### config.mk
export PLATFORM = sky130hd
export DESIGN_NAME = ex_mem_flag_stage_flat
export DESIGN_NICKNAME = d
export VERILOG_FILES = /design/src/rtl/ex_mem_flag_stage_pkg.sv /design/src/rtl/ex_mem_flag_stage_if.sv /design/src/rtl/ex_mem_flag_stage_br_cond_eval.sv /design/src/rtl/ex_mem_flag_stage.sv /design/src/flat_wrapper.sv
export SDC_FILE = /design/constraint.sdc
export NUM_CORES = 1
export LEC_CHECK = 0
export CAP_MARGIN = 20
export CORE_ASPECT_RATIO = 0.5
export CORE_MARGIN = 3
export CORE_UTILIZATION = 35
export DETAILED_ROUTE_END_ITERATION = 6
export PLACE_DENSITY_LB_ADDON = 0.05
export SYNTH_ARGS = -nofsm -noshare
export SYNTH_HDL_FRONTEND = slang
export SYNTH_HIERARCHICAL = 1
export SYNTH_SLANG_ARGS = --single-unit
### constraint.sdc
create_clock -name clk -period 3.2 [get_ports clk]
set_clock_uncertainty 0.05 [all_clocks]
set_input_delay 0.64 -clock clk [delete_from_list [all_inputs] [get_ports clk]]
set_output_delay 0.64 -clock clk [all_outputs]
set_load 0.01 [all_outputs]
### src/rtl/ex_mem_flag_stage_pkg.sv
// Shared encodings for the EX->MEM boundary: ALU opcodes, branch condition codes
// and default widths, plus helpers that classify which flags an opcode writes.
package ex_mem_flag_stage_pkg;

   localparam int DW_DEF = 16;
   localparam int RW_DEF = 4;

   typedef enum logic [2:0] {
      ALU_ADD = 3'd0,
      ALU_SUB = 3'd1,
      ALU_AND = 3'd2,
      ALU_NOR = 3'd3,
      ALU_SLL = 3'd4,
      ALU_SRL = 3'd5,
      ALU_SRA = 3'd6,
      ALU_LHB = 3'd7
   } alu_op_e;

   typedef enum logic [2:0] {
      BR_NE     = 3'd0,
      BR_EQ     = 3'd1,
      BR_GT     = 3'd2,
      BR_LT     = 3'd3,
      BR_GTE    = 3'd4,
      BR_LTE    = 3'd5,
      BR_OVFL   = 3'd6,
      BR_UNCOND = 3'd7
   } br_cond_e;

   // Arithmetic ops own all three flags; logic/shift ops only Z.
   function automatic logic op_writes_zvn(alu_op_e op);
      return (op == ALU_ADD) || (op == ALU_SUB);
   endfunction

   function automatic logic op_writes_z(alu_op_e op);
      return (op == ALU_AND) || (op == ALU_NOR) || (op == ALU_SLL) ||
             (op == ALU_SRL) || (op == ALU_SRA);
   endfunction

endpackage

### src/rtl/ex_mem_flag_stage_if.sv
// EX-side inputs, pipeline control and MEM-side outputs of the EX->MEM stage.
interface ex_mem_flag_stage_if #(
   parameter int DW = 16,
   parameter int RW = 4
);
   logic          stall;
   logic          flush;
   logic          ex_valid;
   logic [DW-1:0] ex_alu_res;
   logic          ex_V;
   logic          ex_Z;
   logic          ex_N;
   logic [2:0]    ex_alu_op;
   logic          ex_flag_en;
   logic [RW-1:0] ex_rd;
   logic          ex_rf_we;
   logic          ex_mem_re;
   logic          ex_mem_we;
   logic [DW-1:0] ex_st_data;
   logic          ex_is_br;
   logic [2:0]    ex_br_cond;
   logic [DW-1:0] ex_br_tgt;

   logic          mem_valid;
   logic [DW-1:0] mem_alu_res;
   logic [RW-1:0] mem_rd;
   logic          mem_rf_we;
   logic          mem_mem_re;
   logic          mem_mem_we;
   logic [DW-1:0] mem_st_data;
   logic          mem_br_taken;
   logic [DW-1:0] mem_br_tgt;
   logic          flag_Z;
   logic          flag_V;
   logic          flag_N;

   modport master (
      output stall, flush, ex_valid, ex_alu_res, ex_V, ex_Z, ex_N, ex_alu_op,
             ex_flag_en, ex_rd, ex_rf_we, ex_mem_re, ex_mem_we, ex_st_data,
             ex_is_br, ex_br_cond, ex_br_tgt,
      input  mem_valid, mem_alu_res, mem_rd, mem_rf_we, mem_mem_re, mem_mem_we,
             mem_st_data, mem_br_taken, mem_br_tgt, flag_Z, flag_V, flag_N
   );

   modport slave (
      input  stall, flush, ex_valid, ex_alu_res, ex_V, ex_Z, ex_N, ex_alu_op,
             ex_flag_en, ex_rd, ex_rf_we, ex_mem_re, ex_mem_we, ex_st_data,
             ex_is_br, ex_br_cond, ex_br_tgt,
      output mem_valid, mem_alu_res, mem_rd, mem_rf_we, mem_mem_re, mem_mem_we,
             mem_st_data, mem_br_taken, mem_br_tgt, flag_Z, flag_V, flag_N
   );
endinterface

### src/rtl/ex_mem_flag_stage_br_cond_eval.sv
// Combinational branch-condition evaluation against the committed Z/V/N flags.
module br_cond_eval
   import ex_mem_flag_stage_pkg::*;
(
   input  logic       flag_z_i,
   input  logic       flag_v_i,
   input  logic       flag_n_i,
   input  logic [2:0] cond_i,
   output logic       taken_o
);

   always_comb begin
      taken_o = 1'b0;
      case (br_cond_e'(cond_i))
         BR_NE:     taken_o = ~flag_z_i;
         BR_EQ:     taken_o = flag_z_i;
         BR_GT:     taken_o = ~flag_z_i & ~flag_n_i;
         BR_LT:     taken_o = flag_n_i;
         BR_GTE:    taken_o = flag_z_i | (~flag_z_i & ~flag_n_i);
         BR_LTE:    taken_o = flag_n_i | flag_z_i;
         BR_OVFL:   taken_o = flag_v_i;
         BR_UNCOND: taken_o = 1'b1;
         default:   taken_o = 1'b0;
      endcase
   end

endmodule

### src/rtl/ex_mem_flag_stage.sv
// EX->MEM pipeline register plus the architectural Z/V/N flag register.
// Branches are judged on the flags committed before this edge's update.
module ex_mem_flag_stage
   import ex_mem_flag_stage_pkg::*;
#(
   parameter int DW = DW_DEF,
   parameter int RW = RW_DEF
) (
   input  logic                clk,
   input  logic                rst_n,
   ex_mem_flag_stage_if.slave  bus
);

   logic          valid_q;
   logic [DW-1:0] alu_res_q;
   logic [RW-1:0] rd_q;
   logic          rf_we_q;
   logic          mem_re_q;
   logic          mem_we_q;
   logic [DW-1:0] st_data_q;
   logic          br_taken_q;
   logic [DW-1:0] br_tgt_q;
   logic          flag_z_q, flag_v_q, flag_n_q;
   logic          flag_z_d, flag_v_d, flag_n_d;
   logic          cond_true;
   alu_op_e       op;

   assign op = alu_op_e'(bus.ex_alu_op);

   br_cond_eval u_br_cond_eval (
      .flag_z_i (flag_z_q),
      .flag_v_i (flag_v_q),
      .flag_n_i (flag_n_q),
      .cond_i   (bus.ex_br_cond),
      .taken_o  (cond_true)
   );

   // Next flag values assuming the EX instruction commits this edge.
   always_comb begin
      flag_z_d = flag_z_q;
      flag_v_d = flag_v_q;
      flag_n_d = flag_n_q;
      if (bus.ex_flag_en) begin
         if (op_writes_zvn(op)) begin
            flag_z_d = bus.ex_Z;
            flag_v_d = bus.ex_V;
            flag_n_d = bus.ex_N;
         end else if (op_writes_z(op)) begin
            flag_z_d = bus.ex_Z;
         end
      end
   end

   // Bubbles clear only control bits; data registers keep stale contents.
   always_ff @(posedge clk) begin
      if (!rst_n) begin
         valid_q    <= 1'b0;
         alu_res_q  <= '0;
         rd_q       <= '0;
         rf_we_q    <= 1'b0;
         mem_re_q   <= 1'b0;
         mem_we_q   <= 1'b0;
         st_data_q  <= '0;
         br_taken_q <= 1'b0;
         br_tgt_q   <= '0;
         flag_z_q   <= 1'b0;
         flag_v_q   <= 1'b0;
         flag_n_q   <= 1'b0;
      end else if (bus.flush || (!bus.stall && !bus.ex_valid)) begin
         valid_q    <= 1'b0;
         rf_we_q    <= 1'b0;
         mem_re_q   <= 1'b0;
         mem_we_q   <= 1'b0;
         br_taken_q <= 1'b0;
      end else if (!bus.stall) begin
         valid_q    <= 1'b1;
         alu_res_q  <= bus.ex_alu_res;
         rd_q       <= bus.ex_rd;
         rf_we_q    <= bus.ex_rf_we;
         mem_re_q   <= bus.ex_mem_re;
         mem_we_q   <= bus.ex_mem_we;
         st_data_q  <= bus.ex_st_data;
         br_taken_q <= bus.ex_is_br & cond_true;
         br_tgt_q   <= bus.ex_br_tgt;
         flag_z_q   <= flag_z_d;
         flag_v_q   <= flag_v_d;
         flag_n_q   <= flag_n_d;
      end
   end

   assign bus.mem_valid    = valid_q;
   assign bus.mem_alu_res  = alu_res_q;
   assign bus.mem_rd       = rd_q;
   assign bus.mem_rf_we    = rf_we_q;
   assign bus.mem_mem_re   = mem_re_q;
   assign bus.mem_mem_we   = mem_we_q;
   assign bus.mem_st_data  = st_data_q;
   assign bus.mem_br_taken = br_taken_q;
   assign bus.mem_br_tgt   = br_tgt_q;
   assign bus.flag_Z       = flag_z_q;
   assign bus.flag_V       = flag_v_q;
   assign bus.flag_N       = flag_n_q;

endmodule

### src/flat_wrapper.sv
// flat-port wrapper written by rule: the top's interface ports become plain ports
module ex_mem_flag_stage_flat import ex_mem_flag_stage_pkg::*;
#(
   parameter int DW = DW_DEF,
   parameter int RW = RW_DEF
)
  (clk, rst_n, bus_stall, bus_flush, bus_ex_valid, bus_ex_alu_res, bus_ex_V, bus_ex_Z, bus_ex_N, bus_ex_alu_op, bus_ex_flag_en, bus_ex_rd, bus_ex_rf_we, bus_ex_mem_re, bus_ex_mem_we, bus_ex_st_data, bus_ex_is_br, bus_ex_br_cond, bus_ex_br_tgt, bus_mem_valid, bus_mem_alu_res, bus_mem_rd, bus_mem_rf_we, bus_mem_mem_re, bus_mem_mem_we, bus_mem_st_data, bus_mem_br_taken, bus_mem_br_tgt, bus_flag_Z, bus_flag_V, bus_flag_N);
  ex_mem_flag_stage_if #(.DW(DW), .RW(RW)) bus_i ();
  input  logic clk;
  input  logic rst_n;
  input wire logic [$bits(bus_i.stall)-1:0] bus_stall;
  input wire logic [$bits(bus_i.flush)-1:0] bus_flush;
  input wire logic [$bits(bus_i.ex_valid)-1:0] bus_ex_valid;
  input wire logic [$bits(bus_i.ex_alu_res)-1:0] bus_ex_alu_res;
  input wire logic [$bits(bus_i.ex_V)-1:0] bus_ex_V;
  input wire logic [$bits(bus_i.ex_Z)-1:0] bus_ex_Z;
  input wire logic [$bits(bus_i.ex_N)-1:0] bus_ex_N;
  input wire logic [$bits(bus_i.ex_alu_op)-1:0] bus_ex_alu_op;
  input wire logic [$bits(bus_i.ex_flag_en)-1:0] bus_ex_flag_en;
  input wire logic [$bits(bus_i.ex_rd)-1:0] bus_ex_rd;
  input wire logic [$bits(bus_i.ex_rf_we)-1:0] bus_ex_rf_we;
  input wire logic [$bits(bus_i.ex_mem_re)-1:0] bus_ex_mem_re;
  input wire logic [$bits(bus_i.ex_mem_we)-1:0] bus_ex_mem_we;
  input wire logic [$bits(bus_i.ex_st_data)-1:0] bus_ex_st_data;
  input wire logic [$bits(bus_i.ex_is_br)-1:0] bus_ex_is_br;
  input wire logic [$bits(bus_i.ex_br_cond)-1:0] bus_ex_br_cond;
  input wire logic [$bits(bus_i.ex_br_tgt)-1:0] bus_ex_br_tgt;
  output wire logic [$bits(bus_i.mem_valid)-1:0] bus_mem_valid;
  output wire logic [$bits(bus_i.mem_alu_res)-1:0] bus_mem_alu_res;
  output wire logic [$bits(bus_i.mem_rd)-1:0] bus_mem_rd;
  output wire logic [$bits(bus_i.mem_rf_we)-1:0] bus_mem_rf_we;
  output wire logic [$bits(bus_i.mem_mem_re)-1:0] bus_mem_mem_re;
  output wire logic [$bits(bus_i.mem_mem_we)-1:0] bus_mem_mem_we;
  output wire logic [$bits(bus_i.mem_st_data)-1:0] bus_mem_st_data;
  output wire logic [$bits(bus_i.mem_br_taken)-1:0] bus_mem_br_taken;
  output wire logic [$bits(bus_i.mem_br_tgt)-1:0] bus_mem_br_tgt;
  output wire logic [$bits(bus_i.flag_Z)-1:0] bus_flag_Z;
  output wire logic [$bits(bus_i.flag_V)-1:0] bus_flag_V;
  output wire logic [$bits(bus_i.flag_N)-1:0] bus_flag_N;
  assign bus_i.stall = bus_stall;
  assign bus_i.flush = bus_flush;
  assign bus_i.ex_valid = bus_ex_valid;
  assign bus_i.ex_alu_res = bus_ex_alu_res;
  assign bus_i.ex_V = bus_ex_V;
  assign bus_i.ex_Z = bus_ex_Z;
  assign bus_i.ex_N = bus_ex_N;
  assign bus_i.ex_alu_op = bus_ex_alu_op;
  assign bus_i.ex_flag_en = bus_ex_flag_en;
  assign bus_i.ex_rd = bus_ex_rd;
  assign bus_i.ex_rf_we = bus_ex_rf_we;
  assign bus_i.ex_mem_re = bus_ex_mem_re;
  assign bus_i.ex_mem_we = bus_ex_mem_we;
  assign bus_i.ex_st_data = bus_ex_st_data;
  assign bus_i.ex_is_br = bus_ex_is_br;
  assign bus_i.ex_br_cond = bus_ex_br_cond;
  assign bus_i.ex_br_tgt = bus_ex_br_tgt;
  assign bus_mem_valid = bus_i.mem_valid;
  assign bus_mem_alu_res = bus_i.mem_alu_res;
  assign bus_mem_rd = bus_i.mem_rd;
  assign bus_mem_rf_we = bus_i.mem_rf_we;
  assign bus_mem_mem_re = bus_i.mem_mem_re;
  assign bus_mem_mem_we = bus_i.mem_mem_we;
  assign bus_mem_st_data = bus_i.mem_st_data;
  assign bus_mem_br_taken = bus_i.mem_br_taken;
  assign bus_mem_br_tgt = bus_i.mem_br_tgt;
  assign bus_flag_Z = bus_i.flag_Z;
  assign bus_flag_V = bus_i.flag_V;
  assign bus_flag_N = bus_i.flag_N;
  ex_mem_flag_stage #(.DW(DW), .RW(RW)) u_core (.clk(clk), .rst_n(rst_n), .bus(bus_i));
endmodule
# Word-level counts from Yosys, hierarchy flattened
# Cells that the tools add are included.
dict set report classes {
  bitwise_logic 9
  n_eq_ne 13
  muxes 3
  n_reduce_logical 16
}
# operator count
set ops {}
lappend ops {{== test 3 bit, second input constant} 7}
lappend ops {{== test 3 x 2 -> 1 bit, second input constant} 4}
lappend ops {{one-hot mux 1 bit (8 select lines)} 1}
lappend ops {{AND reduction 4 bit} 2}
lappend ops {{== test 3 x 1 -> 1 bit, second input constant} 2}
lappend ops {{logical NOT 3 bit} 2}
lappend ops {{logical OR 1 bit} 6}
lappend ops {{inverter 1 bit} 5}
lappend ops {{bitwise AND 1 bit} 2}
lappend ops {{logical NOT 1 bit} 2}
lappend ops {{2-to-1 mux 1 bit} 2}
lappend ops {{OR 1 bit} 2}
lappend ops {{AND reduction 2 bit} 1}
lappend ops {{nonzero test 2 bit} 1}
lappend ops {{OR reduction 2 bit} 1}
lappend ops {{logical AND 1 bit} 1}
dict set report totals {
  regBits 60
  output_inout_bits 60
  input_bits 71
  word_cells 53
}

# Longest topological paths before layout
dict set report depth {
  word_depth 7
  ltp_mapped 6
  mapped_depth_nobuf 6
}

# Cells and area by module
# The synthesis kept the hierarchy.
# mod instances seq_area_each_um2 cells_each area_per_inst_um2
set by_module_without_submodules {}
lappend by_module_without_submodules {ex_mem_flag_stage 1 1201.2 261 2255.9}
lappend by_module_without_submodules {br_cond_eval 1 0.0 11 76.3}

# Worst setup path before layout
# OpenSTA, ideal clock, no wires.
dict set report synth_timing {
  path_kind {in2reg}
  start {input port bus_stall}
  end {register u_core.flag_n_q, in the netlist u_core/bus.flag_N}
  setup_ps 72
  arrival_ps 1759
  cell_stages 5
  slack_ps 1319
  path_buffers 2
  t_required_ps 3078
  cell_sequence {buf_6 > or3b_1 > buf_6 > nor4b_4 > mux2i_1}
}
dict set report synth_between {
  elab_chain_len 5
  elab_cells_between_ends 6
  cone_classes {bitwise (2); reduce/logical (4)}
}
# item line
set synth_lines {}
lappend synth_lines {{from (decl)} flat_wrapper.sv:11} ;# input wire logic [$bits(bus_i.stall)-1:0] bus_stall;
lappend synth_lines {{logical NOT 1 bit} ex_mem_flag_stage.sv:69} ;# end else if (bus.flush || (!bus.stall && !bus.ex_valid)) begin
lappend synth_lines {{logical AND 1 bit} ex_mem_flag_stage.sv:69}
lappend synth_lines {{logical OR 1 bit} ex_mem_flag_stage.sv:69}
lappend synth_lines {{inverter 1 bit (no line)} --}
lappend synth_lines {{AND reduction 4 bit (no line) *} --}
lappend synth_lines {{to (signal assigned)} ex_mem_flag_stage.sv:87} ;# flag_n_q <= flag_n_d;
lappend synth_lines {{to (decl)} ex_mem_flag_stage.sv:23} ;# logic flag_z_q, flag_v_q, flag_n_q;
# Every way passes the cells marked *; elsewhere a longest branch is shown, timed or not.
# A chain may end at the register's enable or synchronous reset.

# Final worst setup path
dict set report layout_timing {
  start {input port bus_stall}
  end {register u_core.br_tgt_q[6], in the netlist u_core/bus.mem_br_tgt[6]}
}
dict set report layout_between {
  elab_chain_len 5
  elab_cells_between_ends 6
  cone_classes {bitwise (2); reduce/logical (4)}
}
# item line
set layout_lines {}
lappend layout_lines {{logical NOT 1 bit} ex_mem_flag_stage.sv:69}
lappend layout_lines {{logical AND 1 bit} ex_mem_flag_stage.sv:69}
lappend layout_lines {{logical OR 1 bit} ex_mem_flag_stage.sv:69}
lappend layout_lines {{inverter 1 bit (no line)} --}
lappend layout_lines {{AND reduction 2 bit (no line) *} --}
lappend layout_lines {{to (signal assigned)} ex_mem_flag_stage.sv:84} ;# br_tgt_q <= bus.ex_br_tgt;
lappend layout_lines {{to (decl)} ex_mem_flag_stage.sv:22} ;# logic [DW-1:0] br_tgt_q;
# Marks and branches as above.

==> results list <==
* Share of power burned in combinational logic: 0.121
* Number of cell instances on the worst register-to-register path: 6
* Average footprint of a synthesized cell: ~8.6 um^2
* H-tree depth: 3
- Biggest fanout along the worst timing path: 52
- Worst hold path cell count: 2
- Crit path capture type: register
- Clock latency reported for the late side of the worst-skew pair: approximately 0.32 ns
- The number of antenna violations at the first check in global routing was 0.
- VDD IR-drop max: ~280 uV
- Post-Place Worst Slack: about 0.62 ns
- Crit path buffers/inverters: 2
* Worst reg2reg endpoint: u_core/bus.mem_br_taken$_SDFFE_PP0N_
- Fraction of power spent switching nets: 0.212
* Maximum clock path buffer count: 2
- Peak clock frequency supported by timing: 447 MHz
- Sequential-to-total area share from yosys stat: 0.515
- Cells resized by post-CTS repair: 0
- Post-synthesis instance area: about 2300 um^2
- Synthesized instance count: ~270
- Share of total power in sequential cells: 0.424
- Max Transition Viols Final: 0
- Arrival time worst endpoint: roughly 2.4 ns
- For this run, the total global-route usage over all layers was measured as 0.168.
- The synthesized design contains 60 register bits.
- R2r setup slk: about 2 ns
- Setup repair after global routing left no endpoint under its margin.
- After global routing the overflow that remains totals 0.
- Number of warnings printed during yosys synthesis: 6
* Number of inserted diodes: 0
- The root buffer cell chosen for the clock tree is sky130_fd_sc_hd__clkbuf_16.
* Hold path startpoint: u_core/bus.mem_valid$_SDFFE_PP0N_
- For hold timing, the worst endpoint is u_core/bus.mem_valid$_SDFFE_PP0N_.
* Number of buffers added by the clock tree synthesis step: 9
- Sum of negative setup slack: 0 ns
- # port buffers: between 100 and 150
- The number of placed instances, taps included, is around 480.
* Wire length of the first global-routing pass: 10100 um
* Max-cap violation count: 0
- Layout cells sized above 1: 0.0519
* Area inside the core boundary: 6260 um^2
- At the end of routability-driven placement, the weighted congestion stood at 0.698.
* Remaining number of nets flagged by the antenna check after routing: 0
* Via count: around 2.2k
- Launch point of the worst reg-to-reg path: u_core/bus.flag_N$_SDFFE_PN0P_
- For this run, design rule violations remaining after detail routing come to 0.
* Internal power contribution: 0.00146 W
* Number of detailed-route iterations in the first pass: 5
- Post-detailed-placement half-perimeter wirelength: 4720 um
- Post-layout worst setup margin: 0.964 ns
- Detailed-route wire length per cell: approximately 13 um
- In this run the tightest slew margin relative to its limit is 0.559.
* Fill cell total of the finished layout: between 500 and 600
* Postcts setup bufs: 0
- Vias in the first global route: 2183
* Clock edge transition at the registers on the reported setup and hold paths: around 0.050 ns
- Post-CTS Hold Fix Bufs: 0
* Post-Layout Cell Count: 493
* Type of the most critical hold path: register to register
* Starting utilization of the core area: 0.373
* Clock sink count: 60
- PD cells: approximately 470 nW/um^2
- CP startpoint kind: input pin
* # setup viols final: 0
- In this design, the stage delay of the slowest critical-path cell is about 0.60 ns.
- Clock tree from TritonCTS: yes
* Detailed Route WL: approximately 6300 um
- For this design the static power due to leakage is 1.41 nW.
* Boundary Pins: 131
- The run finished with clean final reports.
* Die outline area: roughly 7700 um^2
- Die X-Extent: around 120 um
* Net count, final: 471
- Entering global routing, the biggest net connects 53 pins.
* Std cell rows: 20
- Chip height: approximately 64 um
- Clock share of power: 0.455
* Clock period minus worst slack: ~2.2 ns
* Data required time of the critical path: around 3.4 ns
- For the pin with the worst max-slew slack, the measured transition is about 0.66 ns.
* Vias per Instance: 4.51
- Count of cell types in the netlist: 21
- The final hold violation count came to 0.
* Tcrit/Tclk final: 0.699
- CP delay by family, top: buffers and inverters
- Cell with the largest stage delay on the worst path: sky130_fd_sc_hd__clkdlybuf4s50_1
- Drt first-iter violations: between 90 and 100
- When the netlist entered floorplanning its net count stood at between 300 and 400.
- The setup path with the least slack is of type input pin to register.
* Net switching power figure: slightly below 0.0004 W
* Sequence of cells on the critical path: clkdlybuf4s50_1 > or3b_2 > buf_4 > nand2_1 > a21boi_0
- Compared with the post-synthesis result, the final layout area differs by 69.9%.
-- power groups by stage --
stage / registers (W) / logic, W / clock network [W]
after floorplan: 0.000810 / 0.0000641 / 0
after global placement: 0.000799 / 0.000221 / 0
after detailed placement: 0.000800 / 0.000226 / 0
after CTS: 0.000785 / 0.000227 / 0.000865
after global routing: 0.000787 / 0.000242 / 0.000904
final: 0.000785 / 0.000224 / 0.000841
-- Yosys cell counts --
| master | count | area share |
|---|---|---|
| sky130_fd_sc_hd__buf_2 | 5 | 0.011 |
| sky130_fd_sc_hd__nand3_1 | 2 | 0.0043 |
| sky130_fd_sc_hd__nor3b_2 | 1 | 0.0054 |
| sky130_fd_sc_hd__nand2_1 | 112 | 0.18 |
| sky130_fd_sc_hd__buf_6 | 2 | 0.0097 |
| sky130_fd_sc_hd__o31a_1 | 1 | 0.0038 |
| sky130_fd_sc_hd__o211ai_1 | 1 | 0.0032 |
| sky130_fd_sc_hd__o21ai_0 | 1 | 0.0021 |
| sky130_fd_sc_hd__nor2_1 | 3 | 0.0048 |
| sky130_fd_sc_hd__o21a_1 | 1 | 0.0032 |
| sky130_fd_sc_hd__nand3b_1 | 2 | 0.0064 |
| sky130_fd_sc_hd__inv_1 | 3 | 0.0048 |
| sky130_fd_sc_hd__nand2b_1 | 1 | 0.0027 |
| sky130_fd_sc_hd__dfxtp_1 | 60 | 0.52 |
| sky130_fd_sc_hd__nor2b_2 | 1 | 0.0038 |
| sky130_fd_sc_hd__clkbuf_1 | 11 | 0.018 |
| sky130_fd_sc_hd__mux2i_1 | 8 | 0.034 |
| sky130_fd_sc_hd__a21oi_1 | 3 | 0.0064 |
| sky130_fd_sc_hd__a21boi_0 | 52 | 0.17 |
| sky130_fd_sc_hd__nor4b_4 | 1 | 0.010 |
| sky130_fd_sc_hd__or3b_1 | 1 | 0.0038 |
-- sequential cells by signal, summed over array words and instances (netlist names) --
register and flops:
u_core/bus.mem_rf_we 1, u_core/bus.mem_valid 1, u_core/bus.flag_N 1, u_core/bus.mem_mem_re 1
u_core/bus.mem_br_taken 1, u_core/bus.flag_V 1, u_core/bus.mem_alu_res 16, u_core/bus.mem_st_data 16
u_core/bus.mem_mem_we 1, u_core/bus.mem_br_tgt 16, u_core/bus.mem_rd 4, u_core/bus.flag_Z 1
-- routing by layer --
metal,vias up,routed length (um),track usage
li1,1139,-,-
met1,1007,2500,0.180
met2,71,3180,0.295
met3,8,556,0.0789
met4,0,59,0.0545
met5,-,0,0
-- worst reg2reg max path, delay by kind of cell (launching register included) --
kind	cells	cell delay [ns]
compound gates	3	0.40
flops	1	0.40
mux	1	0.12
simple gates	2	0.16
-- worst max-delay path by stage --
stage,to,slack (ns),cells past startpoint,startpoint
after global routing,u_core/bus.mem_rd[1]$_SDFFE_PN0P_,0.84,5,bus_stall
final,u_core/bus.mem_br_tgt[6]$_SDFFE_PN0P_,0.96,5,bus_stall
after CTS,u_core/bus.mem_alu_res[5]$_SDFFE_PN0P_,0.96,5,bus_stall
after floorplan,u_core/bus.flag_N$_SDFFE_PN0P_,1.32,5,bus_stall
after global placement,u_core/bus.mem_alu_res[15]$_SDFFE_PN0P_,0.67,5,bus_stall
after detailed placement,u_core/bus.mem_alu_res[5]$_SDFFE_PN0P_,0.62,5,bus_stall
-- area by class of cell --
type                       count  area [um^2]  area share
sequential                    60         1200       0.303
timing repair buffer         135         1340       0.338
multi-input combinational    191         1040       0.262
clock inverter                 2         10.0     0.00253
clock buffer                  14          254      0.0641
tap                           88          110      0.0278
inverter                       3         11.3     0.00284
-- through the flow --
step / cell area (um^2) / utilization / power (W) / hold WS (ns)
floorplan: 2330 / - / 0.000874 / 0.424
global placement: 3700 / 0.591 / 0.00102 / 0.394
detailed placement: 3700 / 0.591 / 0.00103 / 0.397
CTS: 3960 / 0.633 / 0.00188 / 0.405
global route: 3960 / 0.633 / 0.00193 / 0.428
finish: 3960 / 0.633 / 0.00185 / 0.401
-- layout by cell type (no fill, tap or decap), drive strengths merged --
cell,n
o21a,1
o31a,1
a21oi,3
a21boi,52
nor4b,1
clkdlybuf4s50,130
nor2,3
nand2,112
clkinv,2
o211ai,1
or3b,1
nand3,2
clkbuf,14
nor3b,1
nor2b,1
buf,5
mux2i,8
nand3b,2
o21ai,1
nand2b,1
inv,3
dfxtp,60
-- cell families after synthesis --
| family | share of synthesized area |
|---|---|
| AOI/OAI and AO/OA | 0.186 |
| muxes | 0.0343 |
| and+or+nand+nor | 0.222 |
| buffers and inverters | 0.0429 |
| DFF | 0.515 |
No activity file was read; power rests on OpenSTA's default activity.
